<file path="src/rtl/nes_controller_responder_if.sv">
// Pad-side bus of the NES/SNES serial protocol: console strobes plus
// board-side button word, mode select and frame status.
interface nes_controller_responder_if;
  logic        nes_latch;
  logic        nes_clk;
  logic [11:0] buttons;
  logic        snes_mode;
  logic        nes_data;
  logic        busy;
  logic        frame_done;

  // master drives the console strobes and the button word; slave is the pad
  modport master (
    output nes_latch, nes_clk, buttons, snes_mode,
    input  nes_data, busy, frame_done
  );
  modport slave (
    input  nes_latch, nes_clk, buttons, snes_mode,
    output nes_data, busy, frame_done
  );
endinterface

</file>
<file path="src/rtl/nes_controller_responder.sv">
// 4021-style game pad emulator: parallel-loads buttons while latch is high,
// then shifts one active-low bit per synchronized console clock rising edge.
module nes_controller_responder #(
  parameter int SYNC_STAGES = 2
) (
  input  logic                          clk,
  input  logic                          rst_n,
  nes_controller_responder_if.slave     bus,
  output logic [1:0]                    dbg_state_o
);

  typedef enum logic [1:0] {IDLE = 2'd0, LOAD = 2'd1, SHIFT = 2'd2, DONE = 2'd3} state_t;

  state_t                 state_q, state_d;
  logic [SYNC_STAGES-1:0] latch_sync_q, clk_sync_q;
  logic                   latch_prev_q, clk_prev_q;
  logic [15:0]            sr_q, sr_d;
  logic [4:0]             cnt_q, cnt_d;
  logic                   mode_q, mode_d;
  logic                   busy_q, busy_d;
  logic                   done_q, done_d;

  logic        latch_s, clk_s;
  logic        latch_rise, latch_fall, clk_rise;
  logic [15:0] frame_word;
  logic [4:0]  n_last, n_full;

  always_ff @(posedge clk or negedge rst_n) begin
    if (!rst_n) begin
      latch_sync_q <= '0;
      clk_sync_q   <= '0;
      latch_prev_q <= 1'b0;
      clk_prev_q   <= 1'b0;
    end else begin
      latch_sync_q <= {latch_sync_q[SYNC_STAGES-2:0], bus.nes_latch};
      clk_sync_q   <= {clk_sync_q[SYNC_STAGES-2:0], bus.nes_clk};
      latch_prev_q <= latch_s;
      clk_prev_q   <= clk_s;
    end
  end

  assign latch_s    = latch_sync_q[SYNC_STAGES-1];
  assign clk_s      = clk_sync_q[SYNC_STAGES-1];
  assign latch_rise = latch_s & ~latch_prev_q;
  assign latch_fall = ~latch_s & latch_prev_q;
  assign clk_rise   = clk_s & ~clk_prev_q;

  // Line levels, bit 0 first. NES: A,B,Sel,Start,Up,Down,Left,Right. SNES ID nibble reads as 1s.
  assign frame_word = bus.snes_mode ? {4'hF, ~bus.buttons}
                                    : {8'h00, ~bus.buttons[7:2], ~bus.buttons[0], ~bus.buttons[8]};

  // Bit 0 is already on the line after the load, so the last bit is out once N-1 edges arrive.
  assign n_last = mode_q ? 5'd15 : 5'd7;
  assign n_full = mode_q ? 5'd16 : 5'd8;

  always_comb begin
    state_d = state_q;
    sr_d    = sr_q;
    cnt_d   = cnt_q;
    mode_d  = mode_q;
    done_d  = 1'b0;
    if (latch_rise) begin
      state_d = LOAD;
      sr_d    = frame_word;
      cnt_d   = 5'd0;
      mode_d  = bus.snes_mode;
    end else begin
      case (state_q)
        IDLE: ;
        LOAD: begin
          // transparent load; clock edges are ignored, so a coincident clock edge never skips bit 0
          sr_d   = frame_word;
          mode_d = bus.snes_mode;
          cnt_d  = 5'd0;
          if (latch_fall) state_d = SHIFT;
        end
        SHIFT: begin
          if (clk_rise) begin
            sr_d  = {1'b0, sr_q[15:1]};
            cnt_d = cnt_q + 5'd1;
            if (cnt_q + 5'd1 == n_last) begin
              state_d = DONE;
              done_d  = 1'b1;
            end
          end
        end
        DONE: begin
          // grounded serial input: extra edges shift in zeros
          if (clk_rise) begin
            sr_d  = {1'b0, sr_q[15:1]};
            cnt_d = (cnt_q == n_full) ? cnt_q : cnt_q + 5'd1;
          end
        end
        default: state_d = IDLE;
      endcase
    end
    busy_d = (state_d == LOAD) || (state_d == SHIFT);
  end

  always_ff @(posedge clk or negedge rst_n) begin
    if (!rst_n) begin
      state_q <= IDLE;
      sr_q    <= 16'hFFFF;
      cnt_q   <= 5'd0;
      mode_q  <= 1'b0;
      busy_q  <= 1'b0;
      done_q  <= 1'b0;
    end else begin
      state_q <= state_d;
      sr_q    <= sr_d;
      cnt_q   <= cnt_d;
      mode_q  <= mode_d;
      busy_q  <= busy_d;
      done_q  <= done_d;
    end
  end

  assign bus.nes_data   = sr_q[0];
  assign bus.busy       = busy_q;
  assign bus.frame_done = done_q;
  assign dbg_state_o    = state_q;

endmodule

</file>
<file path="src/flat_wrapper.sv">
// flat-port wrapper written by rule: the top's interface ports become plain ports
module nes_controller_responder_flat 
#(
  parameter int SYNC_STAGES = 2
)
  (clk, rst_n, dbg_state_o, bus_nes_latch, bus_nes_clk, bus_buttons, bus_snes_mode, bus_nes_data, bus_busy, bus_frame_done);
  nes_controller_responder_if bus_i ();
  input  logic clk;
  input  logic rst_n;
  output logic [1:0] dbg_state_o;
  input wire logic [$bits(bus_i.nes_latch)-1:0] bus_nes_latch;
  input wire logic [$bits(bus_i.nes_clk)-1:0] bus_nes_clk;
  input wire logic [$bits(bus_i.buttons)-1:0] bus_buttons;
  input wire logic [$bits(bus_i.snes_mode)-1:0] bus_snes_mode;
  output wire logic [$bits(bus_i.nes_data)-1:0] bus_nes_data;
  output wire logic [$bits(bus_i.busy)-1:0] bus_busy;
  output wire logic [$bits(bus_i.frame_done)-1:0] bus_frame_done;
  assign bus_i.nes_latch = bus_nes_latch;
  assign bus_i.nes_clk = bus_nes_clk;
  assign bus_i.buttons = bus_buttons;
  assign bus_i.snes_mode = bus_snes_mode;
  assign bus_nes_data = bus_i.nes_data;
  assign bus_busy = bus_i.busy;
  assign bus_frame_done = bus_i.frame_done;
  nes_controller_responder #(.SYNC_STAGES(SYNC_STAGES)) u_core (.clk(clk), .rst_n(rst_n), .bus(bus_i), .dbg_state_o(dbg_state_o));
endmodule
</file>
<file path="config.mk">
export PLATFORM = sky130hd
export DESIGN_NAME = nes_controller_responder_flat
export DESIGN_NICKNAME = d
export VERILOG_FILES = /design/src/rtl/nes_controller_responder_if.sv /design/src/rtl/nes_controller_responder.sv /design/src/flat_wrapper.sv
export SDC_FILE = /design/constraint.sdc
export NUM_CORES = 1
export LEC_CHECK = 0
export ABC_AREA = 0
export CAP_MARGIN = 20
export CELL_PAD_IN_SITES_DETAIL_PLACEMENT = 1
export CELL_PAD_IN_SITES_GLOBAL_PLACEMENT = 2
export CORE_ASPECT_RATIO = 1.4
export CORE_MARGIN = 2
export CORE_UTILIZATION = 29
export CTS_CLUSTER_DIAMETER = 50
export DETAILED_ROUTE_END_ITERATION = 10
export PLACE_DENSITY = 0.68
export SYNTH_ARGS = -nofsm -noshare
export SYNTH_HDL_FRONTEND = slang
export SYNTH_SLANG_ARGS = --single-unit
</file>
<file path="constraint.sdc">
create_clock -name clk -period 3.7 [get_ports clk]
set_input_delay 0.555 -clock clk [delete_from_list [all_inputs] [get_ports clk]]
set_output_delay 0.555 -clock clk [all_outputs]
set_load 0.01 [all_outputs]
</file>
==> metrics <==
status completed; Lkg Pwr 0.000824 uW; largest area contributor in the netlist dfstp_2; Worst Tran Pin Value about 0.74 ns; Area contributors post-synth dfstp_2 (26%), dfrtp_1 (25%), a21oi_1 (8.1%), ha_1 (6.2%), nor2_1 (4.2%); Syn-to-layout area delta 23.4%; Reg2Reg Depth 8; Placer Congestion a little under 0.8; multi-input logic area 756 um^2; Placed Area roughly 1900 um^2; CTS root buf clkbuf_8; FF-to-FF End u_core.sr_q[6]$_DFFE_PN1P_; crit path from u_core.dbg_state_o[0]$_DFF_PN0_; die span in x roughly 67 um; most frequent cells in the layout a21oi_1 (26), clkdlybuf4s50_1 (21), nor2_1 (18); synth warn 0; GRT overflow 0; diode count 0; Reg2Reg Setup Slack approximately 1.3 ns; max frequency between 400 and 500 MHz; setup TNS 0 ns; RSZ-0062 raised after global routing false; unique cell type count in the Yosys netlist 38; Vias per Instance just under 5; die height roughly 92 um; DIE AREA a little over 6000 um^2; Detail Route Antenna Nets 0; initial antenna violation count 0; Synth top area share 26.0%; crit path time final 2.39 ns; CTS H-tree lvls 2; Routed WL around 3700 um; vias in the first global route 1368; num rows 32; CP Cell Sequence inv_1, ha_1, or2_1, and2_4, o21ai_2, buf_4, nor2_1, a21oi_1; fin nets roughly 220; CP Max Fanout 19; via count 1289; final setup vio count 0; part of the Yosys area used for sequential elements between 50% and 60%; CP Launch Type flop; reg2reg start u_core.dbg_state_o[0]$_DFF_PN0_; VDD IR-drop max 0.260 mV; Critical-path top delay cell o21ai_2; DR DRC count 0; DP HPWL approximately 2700 um; share of cells above drive strength 1 between 10% and 20%; Clock Latency Late Sink approximately 0.28 ns; post-CTS setup buffer count 0; Initial Util 29.6%; IO buf count 21; hold buffers post-CTS 0; worst setup slack after layout 1.31 ns; Ports 22; syn nets between 150 and 200; CTS resizes 0; final worst-path cycle share about 65%; Hold Crit Class reg -> reg; register area a little over 800 um^2; Critical Path RT between 3 and 4 ns; crit path DAT about 2.6 ns; mapped cell area approximately 1600 um^2; flip-flop and latch count after synthesis 32; Slew HR 50.3%; Fillers approximately 660; CORE AREA 5450 um^2; DR iter-0 viols 42; DP Worst Slack ~1.3 ns; pwr dens approximately 750 nW/um^2; All-Layer GR Usage between 10% and 20%; drt wl/cell around 14 um; Final Hold Fails 0; CP peak stage delay between 0.5 and 0.6 ns; synthesized area per cell 9.55 um^2; Sink Count 32; largest net degree at the start of global routing 33; max-slew violations 0; fin area approximately 2000 um^2; Crit Path Class reg -> reg; most common cell after layout, fill and taps aside a21oi_1; CTS clock-pin slew for the worst setup and hold paths about 0.070 ns; First-pass DRT Iterations 4; Num CTS Buffers 5; crit end category flop; first-pass GRT wire length about 6500 um; maxcap violations 0; CTS Buffer Depth 2; post-synthesis cell count roughly 170; Clock Skew 0.00595 ns; crit path capture u_core.sr_q[6]$_DFFE_PN1P_; CTS tree built
registers in the layout, indices dropped and copies added, names as in the netlist:
| register | flops |
|---|---|
| u_core.latch_sync_q | 2 |
| u_core.latch_prev_q | 1 |
| u_core.mode_q | 1 |
| u_core.sr_q | 16 |
| u_core.clk_prev_q | 1 |
| u_core.bus.frame_done | 1 |
| u_core.bus.busy | 1 |
| u_core.cnt_q | 5 |
| u_core.dbg_state_o | 2 |
| u_core.clk_sync_q | 2 |
kinds of logic (layout without fill, tap and decap cells):
logic type / count (synthesis) / in the layout / share of synthesized area [%]
buf+inv: 10 / 35 / 2.56
flops: 32 / 32 / 50.9
compound gates: 50 / 50 / 17.8
mux: 2 / 2 / 1.40
fa+ha+maj: 8 / 8 / 6.20
simple gates: 66 / 66 / 20.7
xor+xnor: 1 / 1 / 0.543
layer usage:
layer / part of all wire [%] / vias up / GRT usage (%)
met3: 3.2 / 4 / 2.94
li1: - / 636 / -
met1: 41 / 625 / 14.9
met4: 0.91 / 0 / 4.59
met5: 0 / - / 0
met2: 55 / 24 / 25.9
power breakdown:
| group | switching (uW) | total [uW] | internal (uW) |
|---|---|---|---|
| Sequential | 81.0 | 616 | 535 |
| Combinational | 356 | 608 | 251 |
| Clock | 122 | 274 | 152 |
synthesized netlist by cell type (all sizes together):
| library cell | number |
|---|---|
| nor3b | 4 |
| nor2b | 6 |
| a31oi | 1 |
| nor3 | 3 |
| a21o | 1 |
| o31ai | 1 |
| or2 | 1 |
| a21oi | 26 |
| xor2 | 1 |
| or3b | 1 |
| nor2 | 18 |
| o2bb2ai | 1 |
| mux2 | 2 |
| nand3b | 2 |
| clkbuf | 2 |
| ha | 8 |
| nand2b | 3 |
| and3 | 2 |
| inv | 4 |
| nand4 | 2 |
| or4 | 1 |
| a31o | 1 |
| dfstp | 16 |
| o31a | 1 |
| a41o | 1 |
| and2 | 3 |
| a211o | 1 |
| buf | 4 |
| o22ai | 2 |
| nand3 | 3 |
| a211oi | 3 |
| o21ai | 11 |
| dfrtp | 16 |
| nand2 | 16 |
| nor4 | 1 |
critical path: cells and delay by family (launching register included):
kind | cells | cell delay [ns]
buffers and inverters | 2 | 0.42
flip-flops | 1 | 0.44
AO/OA/AOI/OAI | 2 | 0.71
AND/OR/NAND/NOR | 3 | 0.50
adder cells (fa/ha/maj) | 1 | 0.24
metrics by stage:
| stage | util (%) | hold WS, ns | instances | total power, uW |
|---|---|---|---|---|
| 2_1_floorplan | - | 0.259 | 169 | 1040 |
| 3_5_place_dp | 34.9 | 0.336 | 254 | 1240 |
| 6_report | 36.6 | 0.348 | 262 | 1500 |
| 5_1_grt | 36.6 | 0.357 | 262 | 1650 |
| 3_3_place_gp | 34.9 | 0.332 | 254 | 1220 |
| 4_1_cts | 36.6 | 0.351 | 262 | 1530 |
layout make-up:
cell class	count	area share, %
Tap cell	68	4.27
Clock buffer	8	4.52
Sequential cell	32	41.2
Timing Repair Buffer	23	11.3
Inverter	4	0.754
Multi-Input combinational cell	127	37.9
how the worst min path moves through the flow:
stage | start | end | slack, ns | depth (start not counted)
finish | u_core.clk_sync_q[0]$_DFF_PN0_ | u_core.clk_sync_q[1]$_DFF_PN0_ | 0.35 | 0
global route | u_core.clk_sync_q[0]$_DFF_PN0_ | u_core.clk_sync_q[1]$_DFF_PN0_ | 0.36 | 0
CTS | u_core.clk_sync_q[0]$_DFF_PN0_ | u_core.clk_sync_q[1]$_DFF_PN0_ | 0.35 | 0
detailed placement | u_core.clk_sync_q[0]$_DFF_PN0_ | u_core.clk_sync_q[1]$_DFF_PN0_ | 0.34 | 0
global placement | u_core.clk_sync_q[0]$_DFF_PN0_ | u_core.clk_sync_q[1]$_DFF_PN0_ | 0.33 | 0
floorplan | rst_n | u_core.bus.busy$_DFF_PN0_ | 0.26 | 0
No activity file was read; power rests on OpenSTA's default activity.
